### src/rtl/mask_share_encoder_if.sv
// Share-encoder handshake bundle: seed, unmasked input and share output channels.
// The slave modport is the encoder side; master is whoever feeds and drains it.
interface mask_share_encoder_if #(
  parameter int unsigned NSHARES = 6,
  parameter int unsigned WIDTH   = 1
);
  logic [31:0]                port_seed;
  logic                       port_seed_valid;
  logic                       port_seed_ready;
  logic [WIDTH-1:0]           port_x;
  logic                       port_x_valid;
  logic                       port_x_ready;
  logic [NSHARES*WIDTH-1:0]   port_c;
  logic                       port_c_valid;
  logic                       port_c_ready;

  modport slave (
    input  port_seed, port_seed_valid, port_x, port_x_valid, port_c_ready,
    output port_seed_ready, port_x_ready, port_c, port_c_valid
  );

  modport master (
    output port_seed, port_seed_valid, port_x, port_x_valid, port_c_ready,
    input  port_seed_ready, port_x_ready, port_c, port_c_valid
  );
endinterface

### src/rtl/mask_share_encoder.sv
// Splits an unmasked value into NSHARES Boolean shares using masks drawn one bit
// per cycle from a seeded 32-bit Fibonacci LFSR (x^32+x^22+x^2+x+1).
module mask_share_encoder #(
  parameter int unsigned NSHARES = 6,
  parameter int unsigned WIDTH   = 1
) (
  input  logic                 clk,
  input  logic                 reset,
  mask_share_encoder_if.slave  bus
);

  localparam int unsigned NR = (NSHARES - 1) * WIDTH;
  localparam int unsigned CW = $clog2(NR + 1);

  typedef enum logic [1:0] {UNSEEDED, READY, GEN, OUT} state_t;

  state_t                   state;
  logic [31:0]              lfsr;
  logic [31:0]              seed_eff;
  logic                     fb;
  logic [WIDTH-1:0]         x_reg;
  logic [NR-1:0]            rand_reg;
  logic [NR-1:0]            rand_next;
  logic [CW-1:0]            cnt;
  logic [NSHARES*WIDTH-1:0] shares_next;

  assign fb       = lfsr[31] ^ lfsr[21] ^ lfsr[1] ^ lfsr[0];
  // A zero seed would lock the LFSR, so it is promoted to 1.
  assign seed_eff = (bus.port_seed == '0) ? 32'h0000_0001 : bus.port_seed;

  // Shares are formed from the mask vector including the bit drawn this cycle,
  // so the last GEN edge can register the complete output.
  always_comb begin
    logic [WIDTH-1:0] acc;
    rand_next = rand_reg;
    for (int unsigned i = 0; i < NR; i++) begin
      if (cnt == CW'(i)) rand_next[i] = fb;
    end
    shares_next = '0;
    acc = x_reg;
    for (int unsigned i = 1; i < NSHARES; i++) begin
      shares_next[i*WIDTH +: WIDTH] = rand_next[(i-1)*WIDTH +: WIDTH];
      acc = acc ^ rand_next[(i-1)*WIDTH +: WIDTH];
    end
    shares_next[0 +: WIDTH] = acc;
  end

  always_ff @(posedge clk) begin
    if (!reset) begin
      state               <= UNSEEDED;
      lfsr                <= '0;
      x_reg               <= '0;
      rand_reg            <= '0;
      cnt                 <= '0;
      bus.port_c          <= '0;
      bus.port_c_valid    <= 1'b0;
      bus.port_x_ready    <= 1'b0;
      bus.port_seed_ready <= 1'b1;
    end else begin
      case (state)
        UNSEEDED: begin
          if (bus.port_seed_valid) begin
            lfsr             <= seed_eff;
            state            <= READY;
            bus.port_x_ready <= 1'b1;
          end
        end
        READY: begin
          if (bus.port_seed_valid) lfsr <= seed_eff;
          if (bus.port_x_valid) begin
            x_reg               <= bus.port_x;
            rand_reg            <= '0;
            cnt                 <= '0;
            state               <= GEN;
            bus.port_x_ready    <= 1'b0;
            bus.port_seed_ready <= 1'b0;
          end
        end
        GEN: begin
          lfsr     <= {lfsr[30:0], fb};
          rand_reg <= rand_next;
          cnt      <= cnt + 1'b1;
          if (cnt == CW'(NR - 1)) begin
            bus.port_c       <= shares_next;
            bus.port_c_valid <= 1'b1;
            state            <= OUT;
          end
        end
        OUT: begin
          if (bus.port_c_ready) begin
            bus.port_c_valid    <= 1'b0;
            bus.port_x_ready    <= 1'b1;
            bus.port_seed_ready <= 1'b1;
            state               <= READY;
          end
        end
        default: state <= UNSEEDED;
      endcase
    end
  end

endmodule

### src/flat_wrapper.sv
// flat-port wrapper written by rule: the top's interface ports become plain ports
module mask_share_encoder_flat 
#(
  parameter int unsigned NSHARES = 6,
  parameter int unsigned WIDTH   = 1
)
  (clk, reset, bus_port_seed, bus_port_seed_valid, bus_port_x, bus_port_x_valid, bus_port_c_ready, bus_port_seed_ready, bus_port_x_ready, bus_port_c, bus_port_c_valid);
  mask_share_encoder_if #(.NSHARES(NSHARES), .WIDTH(WIDTH)) bus_i ();
  input  logic clk;
  input  logic reset;
  input wire logic [$bits(bus_i.port_seed)-1:0] bus_port_seed;
  input wire logic [$bits(bus_i.port_seed_valid)-1:0] bus_port_seed_valid;
  input wire logic [$bits(bus_i.port_x)-1:0] bus_port_x;
  input wire logic [$bits(bus_i.port_x_valid)-1:0] bus_port_x_valid;
  input wire logic [$bits(bus_i.port_c_ready)-1:0] bus_port_c_ready;
  output wire logic [$bits(bus_i.port_seed_ready)-1:0] bus_port_seed_ready;
  output wire logic [$bits(bus_i.port_x_ready)-1:0] bus_port_x_ready;
  output wire logic [$bits(bus_i.port_c)-1:0] bus_port_c;
  output wire logic [$bits(bus_i.port_c_valid)-1:0] bus_port_c_valid;
  assign bus_i.port_seed = bus_port_seed;
  assign bus_i.port_seed_valid = bus_port_seed_valid;
  assign bus_i.port_x = bus_port_x;
  assign bus_i.port_x_valid = bus_port_x_valid;
  assign bus_i.port_c_ready = bus_port_c_ready;
  assign bus_port_seed_ready = bus_i.port_seed_ready;
  assign bus_port_x_ready = bus_i.port_x_ready;
  assign bus_port_c = bus_i.port_c;
  assign bus_port_c_valid = bus_i.port_c_valid;
  mask_share_encoder #(.NSHARES(NSHARES), .WIDTH(WIDTH)) u_core (.clk(clk), .reset(reset), .bus(bus_i));
endmodule
### config.mk
export PLATFORM = sky130hd
export DESIGN_NAME = mask_share_encoder_flat
export DESIGN_NICKNAME = d
export VERILOG_FILES = /design/src/rtl/mask_share_encoder_if.sv /design/src/rtl/mask_share_encoder.sv /design/src/flat_wrapper.sv
export SDC_FILE = /design/constraint.sdc
export NUM_CORES = 1
export LEC_CHECK = 0
export BUFFER_PORTS_ARGS = -buffer_cell sky130_fd_sc_hd__buf_2
export CORE_ASPECT_RATIO = 0.8
export CORE_MARGIN = 3
export CORE_UTILIZATION = 45
export CTS_BUF_LIST = sky130_fd_sc_hd__clkbuf_4 sky130_fd_sc_hd__clkbuf_8
export CTS_CLUSTER_DIAMETER = 80
export DETAILED_ROUTE_END_ITERATION = 10
export PLACE_DENSITY = 0.66
export REMOVE_ABC_BUFFERS = 1
export SETUP_SLACK_MARGIN = 0.5
export SLEW_MARGIN = 0
export SYNTH_ARGS = -nofsm -noshare
export SYNTH_HDL_FRONTEND = slang
export SYNTH_SLANG_ARGS = --single-unit
### constraint.sdc
create_clock -name clk -period 2.25 [get_ports clk]
set_input_delay 0.45 -clock clk [delete_from_list [all_inputs] [get_ports clk]]
set_output_delay 0.45 -clock clk [all_outputs]
set_load 0.01 [all_outputs]
==> flow_summary_export.csv, run 1 <==
group,metric,value,unit
routing,wl,6010,um
sta,timing.final.crit_share,87.6,%
sta,fmax,507,MHz
sta,final.setup.tns,0,ns
routing,wire_per_inst,14.2,um
place,dp.final_hpwl,4190,um
routing,drc,0,
layout,largest_reg_flops,32,
layout,nets,391,
synthesis,async_flop_share,0,%
sta,slew_violations,0,
die,dieArea,7040,um^2
synthesis,synth_top_area_cell,"dfxtp_1",
place,dpl_cell_area,3040,um^2
die,die_x,93.1,um
cts,cts_tree,"done",
synthesis,synthTopCellsByArea,"dfxtp_1 (38%), mux2i_1 (12%), o211a_1 (12%), nand2_1 (8.0%), ha_1 (4.6%)",
critical_path,cp.required,2.49,ns
synthesis,yosysMostFrequentCell,"nand2_1",
synthesis,yosysWarnings,0,
die,die_height,75.7,um
power,power_frac_comb,37.5,%
cts,cts.sink_count,52,
synthesis,ys.flop_type,"dfxtp_1",
layout,fin_util,57.3,%
layout,drive_gt1_share,24.7,%
synthesis,synth_area_per_cell,9.16,um^2
routing,viasPerCell,5.27,
cts,cts_buffers,5,
power,switchingPower,0.958,mW
place,placedCellCount,410,
global_routing,antenna_found_initial,0,
place,port_buffers,46,
outcome,status,"complete, no violations",
power,seqPwrFrac,42.2,%
power,power,2.80,mW
die,io_pins,47,
global_routing,grt_pass1_vias,2006,
sta,finalWorstPathRequiredPeriod,1.97,ns
synthesis,synth_area,2730,um^2
sta,fin_ws,0.278,ns
critical_path,path_class,"reg -> reg",
critical_path,start_kind,"flip-flop",
power,clockPowerShare,20.3,%
power,p_leak,1.53,nW
sta,grt_setup_unrepaired,"yes",
flow_run,drv_cap,0,
layout,fin_area,3230,um^2
power,power.share.switching,34.2,%
synthesis,synth-edff-count,0,
routing,num_vias,2224,
sta,fin_skew,0.00866,ns
power,intPower,1.84,mW
critical_path,end_kind,"flip-flop",
sta,setup_violations,0,
routing,drt-initial-drc-count,147,
global_routing,grt.overflow.total,0,
sta,tightestPinTransition,0.536,ns
synthesis,syn_inst,298,
sta,slew_headroom,64.0,%
global_routing,grt_max_degree,34,
cts,cts_max_level,2,
sta,finalHoldViolCount,0,
routing,dr.pass1.iters,5,
critical_path,cp_data_arrival_time,2.22,ns
sta,whs,0.423,ns
critical_path,cp_max_fo,5,
min_path,hold_class,"in -> reg",
cts,clk_latency,0.30,ns
synthesis,synth_commonest_cells,"nand2_1 (58), dfxtp_1 (52), mux2i_1 (34), o211a_1 (34), nor2_1 (12)",
global_routing,grt_pass1_wl,9320,um
die,start_util,48.3,%
layout,area_growth,18.5,%
synthesis,ys_ff_latch,52,
power,ir_drop,0.539,mV
layout,insertedDiodeCount,0,
cts,postCtsHoldBufs,0,
layout,fillers,526,
synthesis,ys_types,41,
cts,root_buffer,"clkbuf_8",
cts,path_clk_slew,0.09,ns
cts,clockBufferDepth,2,
power,power.density,866,nW/um^2
layout,layoutNonFillerInstCount,422,
die,design.core.area,5650,um^2
synthesis,seq_area_frac_synth,38.1,%
place,finalWeightedCongestion,0.819,
die,rows,24,
synthesis,synth_top_area_share,38.1,%
place,dp_slack,0.101,ns
routing,ant_nets,0,
global_routing,grt.total_usage,16.5,%
## cell families (layout without fill, tap and decap cells)
kind of cell	Yosys count	after routing	share of synthesized area, %
simple gates	102	102	17.4
compound gates	68	68	21.1
flops	52	52	38.1
mux	35	35	12.9
buf+inv	27	73	4.59
fa+ha+maj	10	10	4.59
xor+xnor	4	4	1.28
## area by class of cell
| class | instances | area, um^2 | share of cell area, % |
|---|---|---|---|
| flip-flops and latches | 52 | 1050 | 32.4 |
| well taps | 78 | 97.6 | 3.02 |
| inverters | 8 | 32.5 | 1.01 |
| multi-input cells | 219 | 1600 | 49.6 |
| clock buffers | 7 | 90.1 | 2.79 |
| repair buffers | 57 | 355 | 11.0 |
| clock inverters | 1 | 7.51 | 0.232 |
## worst max-delay path, cell delays in order, from the launching register on
cell and delay [ns]:
dfxtp_4 0.39, inv_4 0.05, ha_4 0.15, o21ba_1 0.19, or3_1 0.33, a221o_1 0.37
a2111oi_2 0.30, nand3b_1 0.15
## cell usage in the layout, fill, tap and decap left out, drive strengths merged
master / Yosys / routed
a2111oi: 1 / 1
a211oi: 1 / 1
a21boi: 9 / 9
a21oi: 7 / 7
a221o: 1 / 1
a311oi: 1 / 1
and2: 5 / 5
and2b: 2 / 2
and3: 2 / 2
buf: 6 / 56
clkbuf: 13 / 8
clkinvlp: 0 / 1
dfxtp: 52 / 52
ha: 10 / 10
inv: 8 / 8
mux2: 1 / 1
mux2i: 34 / 34
nand2: 58 / 58
nand2b: 1 / 1
nand3: 2 / 2
nand3b: 1 / 1
nand4: 3 / 3
nor2: 12 / 12
nor2b: 4 / 4
nor3: 1 / 1
nor4: 8 / 8
o2111ai: 2 / 2
o211a: 34 / 34
o21a: 1 / 1
o21ai: 8 / 8
o21ba: 1 / 1
o221ai: 1 / 1
o311ai: 1 / 1
or2b: 1 / 1
or3: 2 / 2
xnor2: 4 / 4
## final timing paths
kind,start,endpoint,slack [ns],depth (start not counted)
max,u_core.cnt[0]$_SDFFE_PN0P_,u_core.bus.port_c[0]$_SDFFE_PN0P_,0.28,7
min,bus_port_x,u_core.x_reg$_SDFFE_PN0P_,0.42,3
max reg2reg,u_core.cnt[0]$_SDFFE_PN0P_,u_core.bus.port_c[0]$_SDFFE_PN0P_,0.28,7
min reg2reg,u_core.bus.port_c[2]$_SDFFE_PN0P_,u_core.bus.port_c[2]$_SDFFE_PN0P_,0.46,2
## power by group through the flow
stage	combinational (mW)	sequential [mW]	clock [mW]
5_1_grt	1.16	1.20	0.626
3_5_place_dp	0.961	1.19	0
4_1_cts	0.990	1.18	0.588
6_report	1.05	1.18	0.568
2_1_floorplan	0.684	1.17	0
3_3_place_gp	0.949	1.18	0
## metal layers
metal  vias to the layer above  track usage, %  routed length, um
li1                       1153               -                  -
met1                      1034            23.7               3140
met2                        35            25.9               2660
met3                         2            3.16                182
met4                         0            4.07                 19
met5                         -               0                  0
## what timing repair did
item	CTS	global route
hold endpoints to repair	0	0
gates cloned	0	1
gates resized for setup	10	5
setup buffers	3	0
setup endpoints to repair	6	34
pin swaps	6	2
No activity file was read; power rests on OpenSTA's default activity.
==> inputs of run 2 (changes only) <==
--- a/config.mk
+++ b/config.mk
@@ -5,7 +5,7 @@
 export SDC_FILE = /design/constraint.sdc
 export NUM_CORES = 1
 export LEC_CHECK = 0
-export BUFFER_PORTS_ARGS = -buffer_cell sky130_fd_sc_hd__buf_2
+export BUFFER_PORTS_ARGS = -buffer_cell sky130_fd_sc_hd__buf_4
 export CORE_ASPECT_RATIO = 0.8
 export CORE_MARGIN = 3
 export CORE_UTILIZATION = 45
@@ -15,6 +15,7 @@
 export PLACE_DENSITY = 0.66
 export REMOVE_ABC_BUFFERS = 1
 export SETUP_SLACK_MARGIN = 0.5
+export SKIP_LAST_GASP = 1
 export SLEW_MARGIN = 0
 export SYNTH_ARGS = -nofsm -noshare
 export SYNTH_HDL_FRONTEND = slang
==> constraint.sdc (replaced) <==
create_clock -name clk -period 2.2 [get_ports clk]
set_input_delay 0.44 -clock clk [delete_from_list [all_inputs] [get_ports clk]]
set_output_delay 0.44 -clock clk [all_outputs]
set_load 0.01 [all_outputs]
==> run 2 against run 1 <==
First-iteration DRC count fell by 20%; via count rose by 0.85%; clock skew rose by 0.0017 ns; clock power fell by 2%; largest cell class unchanged; sequential share of layout area fell by 1.4 points; critical path type unchanged; highest routed layer unchanged; total power rose by 3.3%; setup slack got worse by 0.018 ns; sequential cell count did not move; register-to-register slack got worse by 0.02 ns; hold slack got worse by 0.014 ns; cell area rose by 4.1%.
==> flow_summary_export.csv, run 2 (same netlist as run 1, synthesis figures left out) <==
group,metric,value,unit
outcome,status,"complete, no violations",
power,power,2.89,mW
routing,drt-initial-drc-count,117,
critical_path,cp_max_fo,3,
cts,cts_buffers,5,
min_path,holdPathEnd,"u_core.x_reg$_SDFFE_PN0P_",
layout,multiInputGateArea,1610,um^2
routing,num_vias,2243,
die,io_pins,47,
cts,clockBufferDepth,2,
min_path,min-delay-start,"bus_port_x",
layout,fin_area,3370,um^2
die,die_x,93.1,um
routing,wl,5830,um
die,dieArea,7040,um^2
power,ir_drop,0.560,mV
min_path,min_path_cells,3,
critical_path,start_kind,"flip-flop",
cts,cts_tree,"done",
sta,fmax,516,MHz
layout,regArea,1040,um^2
place,dpl_cell_area,3160,um^2
global_routing,antenna_found_initial,0,
layout,layoutNonFillerInstCount,427,
layout,nets,396,
sta,whs,0.408,ns
place,port_buffers,46,
critical_path,r2r_start,"u_core.cnt[1]$_SDFFE_PN0P_",
sta,final.setup.tns,0,ns
place,dp.final_hpwl,4100,um
routing,ant_nets,0,
critical_path,critPathLaunch,"u_core.cnt[1]$_SDFFE_PN0P_",
global_routing,grt.total_usage,17.0,%
sta,finalWorstPathRequiredPeriod,1.94,ns
layout,layout_commonest_cell,"buf_4",
routing,drc,0,
sta,fin_skew,0.0103,ns
routing,dr.pass1.iters,4,
cts,cts_max_level,2,
critical_path,path_class,"reg -> reg",
sta,finalHoldViolCount,0,
critical_path,rr_endpoint,"u_core.bus.port_c[0]$_SDFFE_PN0P_",
flow_run,drv_cap,0,
sta,slew_violations,0,
routing,wire_per_inst,13.7,um
critical_path,end_kind,"flip-flop",
routing,viasPerCell,5.25,
cts,cts.sink_count,52,
critical_path,cp_cell_sequence,"inv_1, ha_2, o21ba_1, or3_1, a221o_1, a2111oi_2, nand3b_1",
power,power.density,859,nW/um^2
sta,tightestPinTransition,0.417,ns
sta,grt_setup_unrepaired,"yes",
global_routing,grt_pass1_wl,9490,um
cts,root_buffer,"clkbuf_8",
place,placedCellCount,411,
place,finalWeightedCongestion,0.831,
layout,final_cell_mix,"buf_4 (60), nand2_1 (57), dfxtp_1 (49), mux2i_1 (34), o211a_1 (34)",
critical_path,r2r_cells,7,
sta,setup_violations,0,
die,rows,24,
layout,drive_gt1_share,25.8,%
die,design.core.area,5650,um^2
die,die_height,75.7,um
global_routing,grt.overflow.total,0,
critical_path,critPathSlowestCell,"dfxtp_2",
sta,slew_headroom,72.2,%
global_routing,grt_pass1_vias,2024,
die,start_util,48.3,%
sta,timing.final.crit_share,88.1,%
cts,path_clk_slew,0.09,ns
cts,clk_latency,0.31,ns
layout,largest_reg_flops,32,
global_routing,grt_max_degree,44,
layout,area_growth,23.3,%
critical_path,cp_slowest_stage_delay,0.34,ns
critical_path,cp_data_arrival_time,2.19,ns
layout,insertedDiodeCount,0,
min_path,hold_class,"in -> reg",
power,p_leak,1.58,nW
critical_path,regToRegSetupSlack,0.26,ns
layout,fillers,513,
critical_path,cp.required,2.45,ns
[run 2: worst max path at each step]
| stage | endpoint | slack (ns) | cells after the start |
|---|---|---|---|
| after global placement | u_core.bus.port_c[0]$_SDFFE_PN0P_ | 0.13 | 7 |
| after detailed placement | u_core.bus.port_c[0]$_SDFFE_PN0P_ | 0.07 | 7 |
| final | u_core.bus.port_c[0]$_SDFFE_PN0P_ | 0.26 | 7 |
| after global routing | u_core.bus.port_c[0]$_SDFFE_PN0P_ | 0.15 | 7 |
| after CTS | u_core.bus.port_c[0]$_SDFFE_PN0P_ | 0.26 | 7 |
| after floorplan | u_core.cnt[1]$_SDFFE_PN0P_ | -0.46 | 5 |
[run 2: cell type report]
| cell class | count | area share, % |
|---|---|---|
| Multi-Input combinational cell | 219 | 47.8 |
| Inverter | 8 | 0.892 |
| Clock buffer | 6 | 2.27 |
| Timing Repair Buffer | 62 | 14.6 |
| Sequential cell | 52 | 31.0 |
| Tap cell | 78 | 2.90 |
| Clock inverter | 2 | 0.483 |
[run 2: metrics by stage]
stage	util (%)	worst slack (ns)
floorplan	-	-0.463
global placement	56.1	0.133
detailed placement	56.1	0.0702
CTS	58.8	0.264
global route	59.6	0.148
finish	59.6	0.261
[run 2: where the power goes]
part / internal [mW] / total [mW] / switching (mW) / leakage, nW
logic: 0.568 / 1.13 / 0.564 / 1.11
registers: 1.10 / 1.21 / 0.106 / 0.430
clock network: 0.239 / 0.555 / 0.316 / 0.0448
total: 1.91 / 2.89 / 0.986 / 1.58
[run 2: what timing repair did]
item | in CTS | in global routing
hold buffers | 0 | 0
pin swaps | 3 | 0
setup endpoints to repair | 38 | 17
buffers inserted | 4 | 4
gates resized for setup | 10 | 3
[run 2: critical path: cells and delay by family, from the launching register on]
family / cells / cell delay [ns]
fa+ha+maj: 1 / 0.20
flops: 1 / 0.34
buf+inv: 1 / 0.07
compound gates: 3 / 0.81
simple gates: 2 / 0.47
[run 2: per-layer routing]
layer,track usage [%],share of wire [%],vias up
li1,-,-,1165
met2,26.2,43,39
met3,3.46,4.5,7
met4,5.37,0.98,0
met5,0,0,-
met1,24.1,52,1032
